[config.mk]
export PLATFORM = sky130hd
export DESIGN_NAME = arb4_ctrl_flat
export DESIGN_NICKNAME = d
export VERILOG_FILES = /design/src/rtl/arb4_ctrl_pkg.sv /design/src/rtl/arb4_ctrl_if.sv /design/src/rtl/arb4_ctrl_prio_pick4.sv /design/src/rtl/arb4_ctrl.sv /design/src/flat_wrapper.sv
export SDC_FILE = /design/constraint.sdc
export NUM_CORES = 1
export LEC_CHECK = 0
export CAP_MARGIN = 20
export CELL_PAD_IN_SITES_DETAIL_PLACEMENT = 1
export CELL_PAD_IN_SITES_GLOBAL_PLACEMENT = 1
export CORE_UTILIZATION = 39
export DETAILED_ROUTE_END_ITERATION = 7
export PLACE_DENSITY_LB_ADDON = 0.1
export SETUP_SLACK_MARGIN = 0.2
export SLEW_MARGIN = 10
export SYNTH_ARGS = -nofsm -noshare
export SYNTH_HDL_FRONTEND = slang
export SYNTH_SLANG_ARGS = --single-unit
[constraint.sdc]
create_clock -name clk -period 2.32 [get_ports clk]
set_clock_uncertainty 0.2 [all_clocks]
set_input_delay 0.348 -clock clk [delete_from_list [all_inputs] [get_ports clk]]
set_output_delay 0.348 -clock clk [all_outputs]
set_load 0.005 [all_outputs]
[src/rtl/arb4_ctrl_pkg.sv]
// Shared definitions for the four-client arbiter: state encoding, sizes and
// a small one-hot helper used when a winner is turned into a grant vector.
package arb_pkg;

  localparam int NREQ = 4;
  localparam int IDW  = 2;

  typedef enum logic [1:0] {
    IDLE    = 2'd0,
    GRANT   = 2'd1,
    RELEASE = 2'd2
  } state_t;

  // Turns a client index into its one-hot grant pattern.
  function automatic logic [NREQ-1:0] onehot(input logic [IDW-1:0] id);
    logic [NREQ-1:0] v;
    v     = '0;
    v[id] = 1'b1;
    return v;
  endfunction

endpackage

[src/rtl/arb4_ctrl_if.sv]
// Bundle of request/grant signals shared between the clients (master side)
// and the arbiter (slave side). Clock and reset travel as plain ports.
interface arb4_ctrl_if;
  import arb_pkg::*;

  logic [NREQ-1:0] req;
  logic            rr_en;
  logic [NREQ-1:0] gnt;
  logic [IDW-1:0]  gnt_id;
  logic            busy;
  logic            expired;

  modport master (
    output req,
    output rr_en,
    input  gnt,
    input  gnt_id,
    input  busy,
    input  expired
  );

  modport slave (
    input  req,
    input  rr_en,
    output gnt,
    output gnt_id,
    output busy,
    output expired
  );

endinterface

[src/rtl/arb4_ctrl_prio_pick4.sv]
// Combinational priority picker: scans the four request bits in descending
// circular order beginning at 'start' and reports the first one found.
module prio_pick4
  import arb_pkg::*;
(
  input  logic [NREQ-1:0] req,
  input  logic [IDW-1:0]  start,
  output logic            any,
  output logic [IDW-1:0]  win
);

  logic [IDW-1:0] w_idx;

  // Walk the order from the lowest-precedence slot up to 'start' so the last
  // hit written is the highest-precedence requester.
  always_comb begin
    any   = 1'b0;
    win   = start;
    w_idx = '0;
    for (int k = NREQ - 1; k >= 0; k--) begin
      w_idx = start - IDW'(k);
      if (req[w_idx]) begin
        any = 1'b1;
        win = w_idx;
      end
    end
  end

endmodule

[src/rtl/arb4_ctrl.sv]
// Four-client arbiter with fixed or round-robin priority, bounded hold time
// and a mandatory one-cycle dead gap between successive owners.
module arb4_ctrl
  import arb_pkg::*;
#(
  parameter int MAX_HOLD = 8,
  parameter int CNT_W    = 8
) (
  input  logic       clk,
  input  logic       rst,
  arb4_ctrl_if.slave bus
);

  localparam logic [CNT_W-1:0] HOLD_LIMIT = CNT_W'(MAX_HOLD);
  localparam logic [CNT_W-1:0] CNT_MAX    = {CNT_W{1'b1}};
  localparam bit               HOLD_EN    = (MAX_HOLD != 0);

  state_t          r_state;
  logic [CNT_W-1:0] r_hold_cnt;
  logic [IDW-1:0]  r_last_id;
  logic [NREQ-1:0] r_gnt;
  logic [IDW-1:0]  r_gnt_id;
  logic            r_busy;
  logic            r_expired;

  logic [IDW-1:0]  w_start;
  logic            w_any;
  logic [IDW-1:0]  w_win;
  logic            w_owner_req;

  // Fixed mode always searches from client 3; round-robin starts just below
  // the most recent owner so it gets served last next time.
  assign w_start     = bus.rr_en ? (r_last_id - IDW'(1)) : IDW'(NREQ - 1);
  assign w_owner_req = bus.req[r_gnt_id];

  prio_pick4 u_pick (
    .req   (bus.req),
    .start (w_start),
    .any   (w_any),
    .win   (w_win)
  );

  // Single control process: arbitration in IDLE/RELEASE, hold/timeout in
  // GRANT; every output is registered here so it lines up with the state.
  always_ff @(posedge clk) begin
    if (rst) begin
      r_state    <= IDLE;
      r_hold_cnt <= '0;
      r_last_id  <= '0;
      r_gnt      <= '0;
      r_gnt_id   <= '0;
      r_busy     <= 1'b0;
      r_expired  <= 1'b0;
    end else begin
      r_expired <= 1'b0;
      case (r_state)
        IDLE, RELEASE: begin
          if (w_any) begin
            r_state    <= GRANT;
            r_gnt      <= onehot(w_win);
            r_gnt_id   <= w_win;
            r_busy     <= 1'b1;
            r_hold_cnt <= CNT_W'(1);
            r_last_id  <= w_win;
          end else begin
            r_state <= IDLE;
            r_gnt   <= '0;
            r_busy  <= 1'b0;
          end
        end
        GRANT: begin
          if (!w_owner_req) begin
            r_state <= RELEASE;
            r_gnt   <= '0;
            r_busy  <= 1'b0;
          end else if (HOLD_EN && (r_hold_cnt == HOLD_LIMIT)) begin
            r_state   <= RELEASE;
            r_gnt     <= '0;
            r_busy    <= 1'b0;
            r_expired <= 1'b1;
          end else if (r_hold_cnt != CNT_MAX) begin
            r_hold_cnt <= r_hold_cnt + CNT_W'(1);
          end
        end
        default: begin
          r_state <= IDLE;
          r_gnt   <= '0;
          r_busy  <= 1'b0;
        end
      endcase
    end
  end

  assign bus.gnt     = r_gnt;
  assign bus.gnt_id  = r_gnt_id;
  assign bus.busy    = r_busy;
  assign bus.expired = r_expired;

endmodule

[src/flat_wrapper.sv]
// flat-port wrapper written by rule: the top's interface ports become plain ports
module arb4_ctrl_flat import arb_pkg::*;
#(
  parameter int MAX_HOLD = 8,
  parameter int CNT_W    = 8
)
  (clk, rst, bus_req, bus_rr_en, bus_gnt, bus_gnt_id, bus_busy, bus_expired);
  arb4_ctrl_if bus_i ();
  input  logic clk;
  input  logic rst;
  input wire logic [$bits(bus_i.req)-1:0] bus_req;
  input wire logic [$bits(bus_i.rr_en)-1:0] bus_rr_en;
  output wire logic [$bits(bus_i.gnt)-1:0] bus_gnt;
  output wire logic [$bits(bus_i.gnt_id)-1:0] bus_gnt_id;
  output wire logic [$bits(bus_i.busy)-1:0] bus_busy;
  output wire logic [$bits(bus_i.expired)-1:0] bus_expired;
  assign bus_i.req = bus_req;
  assign bus_i.rr_en = bus_rr_en;
  assign bus_gnt = bus_i.gnt;
  assign bus_gnt_id = bus_i.gnt_id;
  assign bus_busy = bus_i.busy;
  assign bus_expired = bus_i.expired;
  arb4_ctrl #(.MAX_HOLD(MAX_HOLD), .CNT_W(CNT_W)) u_core (.clk(clk), .rst(rst), .bus(bus_i));
endmodule
==> reports/results.ini <==
[outcome]
status=finished clean

[critical_path]
end_kind=flip-flop
critPathKind=primary input to flip-flop
r2r_setup_slack_ps=270
max_stage_delay_ps=520
cp_cell_sequence=clkdlybuf4s50_1 > buf_4 > o21a_1 > o32ai_2 > o22a_1 > buf_4 > o211a_1 > nand3b_1
worstSetupStartpointType=primary input
crit_slowest_cell=clkdlybuf4s50_1
timing.critical_path.arrival_ps=2100
worstPathMaxFanout=9
cp_common_cell=buf_4
cp.required_ps=2310

[floorplan]
dieArea_sq_um=2970
rows=18
die_h_um=54.5
start_util_pct=42.3
die_w_um=54.5
core-area_sq_um=2540
io-pin-count=15

[cells_and_area]
final_layout_size_suffix_gt1_share_pct=27.3
fillers=302
nets=175
diodes=0
syn2layout_area_growth_pct=39.7

[detailed_routing]
initialDrtViolationCount=27
vias=1157
wl_per_cell_um=18.4
viasPerCell=5.93
postRouteAntennaNets=0
first_pass_iters=4
wl_mm=3.59
drc=0

[power]
comb_power_share_pct=38.8
clockPowerShare_pct=19.7
finalPower_mw=0.816
peakVddDrop_mv=0.477
power_density_nw_per_um2=543
leakagePower_nw=0.599
p_seq_share_pct=41.5
power.internal_mw=0.539
swShare_pct=34.0
switchingPower_mw=0.277

[run]
cap_violations=0

[cts]
h-tree-depth=1
path_clk_slew_ps=100
cts_max_path_buffers=2
cts_tree=yes
cts_buffers=3
insertion_delay_ps=290
cts-root-buf=clkbuf_4
cts_hold_buffers=0
cts_num_sinks=17

[hold_path]
hold_class=flip-flop to flip-flop

[global_route]
antenna_found_initial=0
first_global_vias=1071
grtUsageTotal_pct=23.6
grt_max_degree=13
grt_pass1_wl_mm=4.91
overflow=0

[sta]
finalHoldViolCount=0
final-max-slew-violation-count=0
rsz0062_at_grt=true
fmax_mhz=474
period_needed_ps=2110
max-slew-margin-rel_pct=73.8
period_share_pct=90.9
fin_hold_ws_ps=278
setup_viol=0
tightestPinTransition_ps=392

[synthesis]
yosys_warnings=0
synth_edf_count=0
synthDistinctLibCells=48
ys_seq_elements=17
synth_area_per_cell_sq_um=8.21
syn_nets=140
yosys.area.top_type=dfxtp_1
synth_flop_cell=dfxtp_1
synth_common_cells=dfxtp_1, a21oi_1, nor2_1, nand3_1
ys_seq_area_share_pct=31.6
synthCells=131
yosysMostFrequentCell=dfxtp_1
netlist_area_sq_um=1080
yosys-top-cells-area=dfxtp_1, a21oi_1, nand3_1
async_flop_share_pct=0
yosysTopAreaCellShare_pct=31.6

[place]
io_buffer_count=14
place_congestion=0.792
hpwl_mm=2.46

==> flip-flops by register name (all words and copies together) (netlist names) <==
signal	flops
u_core.bus.expired	1
u_core.bus.busy	1
u_core.r_last_id	2
u_core.r_hold_cnt	8
u_core.bus.gnt	4
u_core.r_state	1
==> layout by cell type (no fill, tap or decap), drive strengths merged, types with 3 or more instances in the layout <==
master          n
a21o            4
a21oi          10
a221oi          3
and2            3
buf            22
clkbuf          4
clkdlybuf4s50  10
dfxtp          17
inv             7
nand2           7
nand2b          4
nand3           9
nand4           4
nor2           10
nor3            3
o21a            3
o21ai           5
==> worst max-delay path, delay by kind of cell <==
kind | cells | cell delay (ps)
AOI/OAI and AO/OA | 4 | 730
buffers and inverters | 3 | 880
and+or+nand+nor | 1 | 140
==> stage by stage <==
step                setup WS [ps]  setup TNS [ps]  cells  instance area, sq um  util, %
finish                        210               0    195                  1500     59.0
global route                  176               0    195                  1500     59.0
CTS                           212               0    193                  1410     55.6
detailed placement           -236           -1190    189                  1380     54.1
global placement             -218            -686    189                  1380     54.1
floorplan                     300               0    131                  1080        -
==> per-layer routing <==
metal	part of all wire (%)	GRT usage, %	up-vias
met1	46	31.8	562
met3	4.2	5.00	4
met5	0	0	-
li1	-	-	564
met2	49	38.2	27
met4	0.56	5.13	0
==> timing repair <==
item,in CTS,in global routing
pin swaps,0,4
endpoints found under the setup margin,7,11
cloned,0,0
resized for setup,7,17
buffers inserted,0,2
==> worst paths after layout <==
| check | from | end | depth (start not counted) |
|---|---|---|---|
| worst max-delay path | bus_rr_en | u_core.bus.gnt[1]$_SDFFE_PP0P_ | 8 |
| worst min-delay path | u_core.bus.gnt[0]$_SDFFE_PP0P_ | u_core.bus.gnt[0]$_SDFFE_PP0P_ | 1 |
| worst max register to register | u_core.r_hold_cnt[1]$_SDFFE_PP0P_ | u_core.r_hold_cnt[1]$_SDFFE_PP0P_ | 9 |
| worst min register to register | u_core.bus.gnt[0]$_SDFFE_PP0P_ | u_core.bus.gnt[0]$_SDFFE_PP0P_ | 1 |
==> area by class of cell <==
class | instances | area [sq um] | share of cell area, %
Clock buffer | 4 | 26.3 | 1.75
Inverter | 7 | 26.3 | 1.75
Multi-Input combinational cell | 101 | 754 | 50.2
Sequential cell | 17 | 347 | 23.1
Tap cell | 30 | 37.5 | 2.50
Timing Repair Buffer | 36 | 312 | 20.7
==> power by group through the flow <==
| stage | clock network (mW) | logic (mW) | registers (mW) |
|---|---|---|---|
| after CTS | 0.164 | 0.277 | 0.337 |
| after global placement | 0 | 0.260 | 0.340 |
| after global routing | 0.177 | 0.335 | 0.342 |
| after detailed placement | 0 | 0.271 | 0.342 |
| final | 0.161 | 0.317 | 0.339 |
| after floorplan | 0 | 0.152 | 0.332 |
==> logic make-up after synthesis <==
family / share of synthesized area, %
simple gates: 27.9
compound gates: 28.6
flops: 31.6
buf+inv: 4.88
xor+xnor: 1.63
mux: 3.02
fa+ha+maj: 2.33
No activity file was read; power rests on OpenSTA's default activity.
